===== config.mk =====
export PLATFORM = sky130hd
export DESIGN_NAME = serial_adder_ctrl
export DESIGN_NICKNAME = d
export VERILOG_FILES = /design/src/rtl/serial_adder_ctrl.sv
export SDC_FILE = /design/constraint.sdc
export NUM_CORES = 1
export LEC_CHECK = 0
export BUFFER_PORTS_ARGS = -buffer_cell sky130_fd_sc_hd__buf_2
export CAP_MARGIN = 20
export CORE_ASPECT_RATIO = 0.5
export CORE_UTILIZATION = 48
export CTS_CLUSTER_DIAMETER = 60
export DETAILED_ROUTE_END_ITERATION = 16
export PLACE_DENSITY = 0.74
export SYNTH_ARGS = -nofsm -noshare
export SYNTH_HDL_FRONTEND = slang
export SYNTH_SLANG_ARGS = --single-unit

===== constraint.sdc =====
create_clock -name clk -period 1.6 [get_ports clk]
set_clock_uncertainty 0.2 [all_clocks]
set_input_delay 0.08 -clock clk [delete_from_list [all_inputs] [get_ports clk]]
set_output_delay 0.08 -clock clk [all_outputs]
set_load 0.01 [all_outputs]

===== src/rtl/serial_adder_ctrl.sv =====
`default_nettype none
// ============================================================================
// Module      : serial_adder_ctrl (with helper full_adder)
// Description : Bit-serial WIDTH-bit adder. One shared 1-bit full adder is
//               stepped LSB-first over the operands, one bit per clock.
//               The sum, carry-out and signed overflow are returned with a
//               one-cycle done pulse.
// Revision    : 1.0 - initial release
// ============================================================================

// ----------------------------------------------------------------------------
// full_adder : single-bit full adder shared across all bit positions
// ----------------------------------------------------------------------------
module full_adder (
    input  logic a,
    input  logic b,
    input  logic cin,
    output logic sum,
    output logic carry
);

    assign sum   = a ^ b ^ cin;
    assign carry = (a & b) | (cin & (a ^ b));

endmodule

// ----------------------------------------------------------------------------
// serial_adder_ctrl : start/ready sequencer around full_adder
// ----------------------------------------------------------------------------
module serial_adder_ctrl #(
    parameter int WIDTH = 8
) (
    input  logic             clk,
    input  logic             rst_n,
    input  logic             start,
    input  logic [WIDTH-1:0] a,
    input  logic [WIDTH-1:0] b,
    input  logic             cin,
    output logic             ready,
    output logic             busy,
    output logic             done,
    output logic [WIDTH-1:0] sum,
    output logic             cout,
    output logic             overflow
);

    // The counter must hold WIDTH itself after the final step, so it gets
    // one bit more than clog2(WIDTH); it never wraps within an operation.
    localparam int                 c_CNT_W = $clog2(WIDTH) + 1;
    localparam logic [c_CNT_W-1:0] c_LAST  = c_CNT_W'(WIDTH - 1);
    localparam logic [c_CNT_W-1:0] c_ONE   = c_CNT_W'(1);

    typedef enum logic [1:0] {
        ST_IDLE = 2'd0,
        ST_RUN  = 2'd1,
        ST_DONE = 2'd2
    } state_t;

    state_t             r_state;
    state_t             w_state_next;

    logic               w_accept;
    logic               w_step;
    logic               w_last;

    logic [WIDTH-1:0]   r_a_sh;
    logic [WIDTH-1:0]   r_b_sh;
    logic [WIDTH-1:0]   r_res_sh;
    logic               r_carry;
    logic [c_CNT_W-1:0] r_cnt;

    logic [WIDTH-1:0]   r_sum;
    logic               r_cout;
    logic               r_overflow;

    logic               w_fa_sum;
    logic               w_fa_carry;
    logic [WIDTH-1:0]   w_res_next;

    // The single shared bit-slice: always fed from the low bits of the
    // shift registers and the running carry.
    full_adder u_fa (
        .a     (r_a_sh[0]),
        .b     (r_b_sh[0]),
        .cin   (r_carry),
        .sum   (w_fa_sum),
        .carry (w_fa_carry)
    );

    // New sum bit enters at the MSB end so that after WIDTH steps the first
    // computed bit has been shifted down to bit 0.
    generate
        if (WIDTH == 1) begin : g_res_w1
            assign w_res_next = w_fa_sum;
        end else begin : g_res_wn
            assign w_res_next = {w_fa_sum, r_res_sh[WIDTH-1:1]};
        end
    endgenerate

    // State register.
    always_ff @(posedge clk or negedge rst_n) begin
        if (!rst_n) begin
            r_state <= ST_IDLE;
        end else begin
            r_state <= w_state_next;
        end
    end

    // Next-state decode and state-derived handshake outputs.
    always_comb begin
        w_state_next = r_state;
        w_accept     = 1'b0;
        w_step       = 1'b0;
        w_last       = 1'b0;
        ready        = 1'b0;
        busy         = 1'b0;
        done         = 1'b0;
        case (r_state)
            ST_IDLE: begin
                ready = 1'b1;
                if (start) begin
                    w_accept     = 1'b1;
                    w_state_next = ST_RUN;
                end
            end
            ST_RUN: begin
                busy   = 1'b1;
                w_step = 1'b1;
                if (r_cnt == c_LAST) begin
                    w_last       = 1'b1;
                    w_state_next = ST_DONE;
                end
            end
            ST_DONE: begin
                ready = 1'b1;
                done  = 1'b1;
                // Back-to-back: a start seen during the done cycle is taken
                // exactly as in IDLE.
                if (start) begin
                    w_accept     = 1'b1;
                    w_state_next = ST_RUN;
                end else begin
                    w_state_next = ST_IDLE;
                end
            end
            default: begin
                w_state_next = ST_IDLE;
            end
        endcase
    end

    // Operand shifting, carry chaining and result capture on the final step.
    always_ff @(posedge clk or negedge rst_n) begin
        if (!rst_n) begin
            r_a_sh     <= '0;
            r_b_sh     <= '0;
            r_res_sh   <= '0;
            r_carry    <= 1'b0;
            r_cnt      <= '0;
            r_sum      <= '0;
            r_cout     <= 1'b0;
            r_overflow <= 1'b0;
        end else if (w_accept) begin
            r_a_sh   <= a;
            r_b_sh   <= b;
            r_carry  <= cin;
            r_cnt    <= '0;
            r_res_sh <= '0;
        end else if (w_step) begin
            r_a_sh   <= r_a_sh >> 1;
            r_b_sh   <= r_b_sh >> 1;
            r_res_sh <= w_res_next;
            r_carry  <= w_fa_carry;
            r_cnt    <= r_cnt + c_ONE;
            if (w_last) begin
                // r_carry here is the carry into the MSB slice.
                r_sum      <= w_res_next;
                r_cout     <= w_fa_carry;
                r_overflow <= r_carry ^ w_fa_carry;
            end
        end
    end

    assign sum      = r_sum;
    assign cout     = r_cout;
    assign overflow = r_overflow;

endmodule
`default_nettype wire


==> impl_results.md <==
* Status: completed
* # DRC at 0
* Nets at 230
* Port Buffers at 32
* Power Density at 1960 mW/mm²
* Die extent in x at 86.0 µm
* Height of the die at 44.0 µm
* Fmax at 0.629 GHz
* P&R area growth vs syn at 39.1%
* Inserted Clock Buffers at 5
* Synth area leaders: dfrtp_1, mux2_2, nand2_1
* Max_cap viols at 0
* Non-Filler Instances at 257
* Slew HR at 0.691
* Final setup fails at 0
* Final total power at 0.00461 W
* Estimated wirelength of the detail-placed design at 2170 µm
* Least-Margin Pin Slew at 464 ps
* Post-DRT Antenna Nets at 0
* Avg Cell Area, Syn at 11.9 µm²
* Critical Path RT at 1580 ps
* TritonRoute pass-1 iters at 4
* Hold Vio Cnt, Final at 0
* RSZ-0062 raised after global routing: true
* Pin count of the biggest net entering global routing at 25
* Total gr overflow at 0
* VDD IR max at 1080 µV
* Mapped cell area at 0.00169 mm²
* # diodes at 0
* Post-synth top area cell: dfrtp_1
* Vias in the first global route at 1271
* Final GP Congestion at 0.771
* Vias per cell at 5.17
* HP Class: in2async
* Seq/Total Area, Yosys at 0.591
* Synth unique cells at 27
* Setup CP Type: reg2reg
* Max clock buf depth at 2
* FP Rows at 14
* Crit path arrival time at 1570 ps
* Core Footprint at 0.00317 mm²
* Die Area at 0.00378 mm²
* Mapped Nets at 164
* Clk Latency, worst-skew pair at 290 ps
* Fin crit period at 1590 ps
* CP startpoint kind: register
* Synthesized instance count at 142
* Fin. max-slew vios at 0
* CTS tree: yes
* Inst Count DP at 224
* Post-synthesis register bit count at 40
* Worst setup EP type: register
* Reg clk slew, reported paths at 70 ps
* Initial antenna violation count at 0
* Clk sink count at 40
* H-tree levels at 2
* Wire length per cell at 15.2 µm
* Pleak at 1.16 nW
* Share of layout cells above drive strength 1 at 0.364
* Vias at 1328
* Starting Density at 0.534
* Total GRT Usage at 0.223
* Layout fillers at 209
* I/O pin cnt at 33
* Worst Path Max Fanout at 6
* Root Driver: clkbuf_8
* Period utilization at 0.994
* Global-route wire length before repair at 6160 µm
* Wirelength, routed at 3910 µm
* DR iter-0 viols at 53
* Core Util, Final at 0.743
* Synth Warn # at 0
* Yosys top cell area share at 0.591
worst paths after layout:
| check | slack [ps] | cells after the start | endpoint | start |
|---|---|---|---|---|
| max in group asynchronous | 590 | 3 | r_cnt[3]$_DFFE_PN0P_ | rst_n |
| max reg2reg | 10 | 5 | sum[2]$_DFFE_PN0P_ | r_cnt[0]$_DFFE_PN0P_ |
| max | 10 | 5 | sum[2]$_DFFE_PN0P_ | r_cnt[0]$_DFFE_PN0P_ |
| min reg2reg | 300 | 2 | r_b_sh[2]$_DFFE_PN0P_ | r_b_sh[2]$_DFFE_PN0P_ |
| min | 70 | 2 | r_res_sh[4]$_DFFE_PN0P_ | rst_n |
| min in group clk | 70 | 4 | r_carry$_DFFE_PN0P_ | start |
where the power goes:
| group | internal [W] | leakage (nW) | switching, W |
|---|---|---|---|
| clock network | 0.000352 | 0.0455 | 0.000336 |
| logic | 0.00108 | 0.613 | 0.00103 |
| registers | 0.00148 | 0.500 | 0.000326 |
worst max-delay path, cell delays in order, from the launching register on:
cell and delay (ps):
dfrtp_1 400, ha_4 170, nand2_4 50, nor3_4 170, buf_6 170, mux2_4 300
metrics by stage:
stage,TNS (ps),setup slack [ps],hold WS [ps],cell area [µm²]
final,0,10.4,69.8,2350
after global routing,-382,-45.9,89.0,2350
after CTS,-241,-27.1,37.7,2290
after detailed placement,-121,-47.2,-130,1930
after global placement,-240,-29.9,-139,1930
after floorplan,0,2.09,-416,1690
synthesized netlist by cell type, drive strengths merged:
cell,instances
a22o,10
a22oi,8
a31oi,6
and2b,2
buf,8
clkbuf,1
dfrtp,40
fa,1
ha,1
inv,2
mux2,11
mux2i,2
nand2,24
nand2b,2
nand3,9
nand4,1
nor2,8
nor3,2
o21ai,2
o22ai,1
xor2,1
placed cells by master, fill, tap and decap left out, drive strengths merged, types with 2 or more instances in the layout:
| cell type | instances |
|---|---|
| buf | 49 |
| dlygate4sd3 | 18 |
| inv | 3 |
| a22oi | 8 |
| mux2i | 2 |
| and2b | 2 |
| clkbuf | 8 |
| nor2 | 8 |
| dfrtp | 40 |
| nand2 | 24 |
| a22o | 10 |
| a31oi | 6 |
| nor3 | 2 |
| mux2 | 11 |
| nand2b | 2 |
| o21ai | 2 |
| nand3 | 9 |
flip-flops by register name, indices dropped and copies added (netlist names):
| name | flops |
|---|---|
| r_a_sh | 8 |
| r_cnt | 4 |
| r_state | 2 |
| r_b_sh | 8 |
| overflow | 1 |
| cout | 1 |
| r_res_sh | 7 |
| r_carry | 1 |
| sum | 8 |
cell families after synthesis:
| logic type | count (synthesis) | synth area share |
|---|---|---|
| adder cells (fa/ha/maj) | 2 | 0.0192 |
| AO/OA/AOI/OAI | 27 | 0.119 |
| XOR/XNOR | 1 | 0.00517 |
| buffers and inverters | 11 | 0.0473 |
| flip-flops | 40 | 0.591 |
| AND/OR/NAND/NOR | 48 | 0.131 |
| multiplexers | 13 | 0.0872 |
area by class of cell:
type / instances / area, µm² / area share
repair inverters: 1 / 8.76 / 0.00372
clock buffers: 8 / 90.1 / 0.0383
multi-input cells: 91 / 692 / 0.294
inverters: 2 / 20.0 / 0.00850
flip-flops and latches: 40 / 1000 / 0.425
repair buffers: 67 / 483 / 0.205
well taps: 48 / 60.1 / 0.0255
metal layers:
metal / part of all wire / vias up / GRT usage
li1: - / 635 / -
met1: 0.49 / 660 / 0.311
met2: 0.45 / 28 / 0.341
met3: 0.047 / 5 / 0.0629
met4: 0.0097 / 0 / 0.0800
met5: 0 / - / 0
repair_timing:
item                                    in CTS  in global routing
endpoints found under the hold margin       57                  0
hold buffers                                18                  0
endpoints found under the setup margin      11                 21
cloned                                       1                  0
pin swaps                                    2                  3
setup buffers                                2                  4
resized for setup                           18                  7
Note: power is estimated with default switching activity, not from simulation.
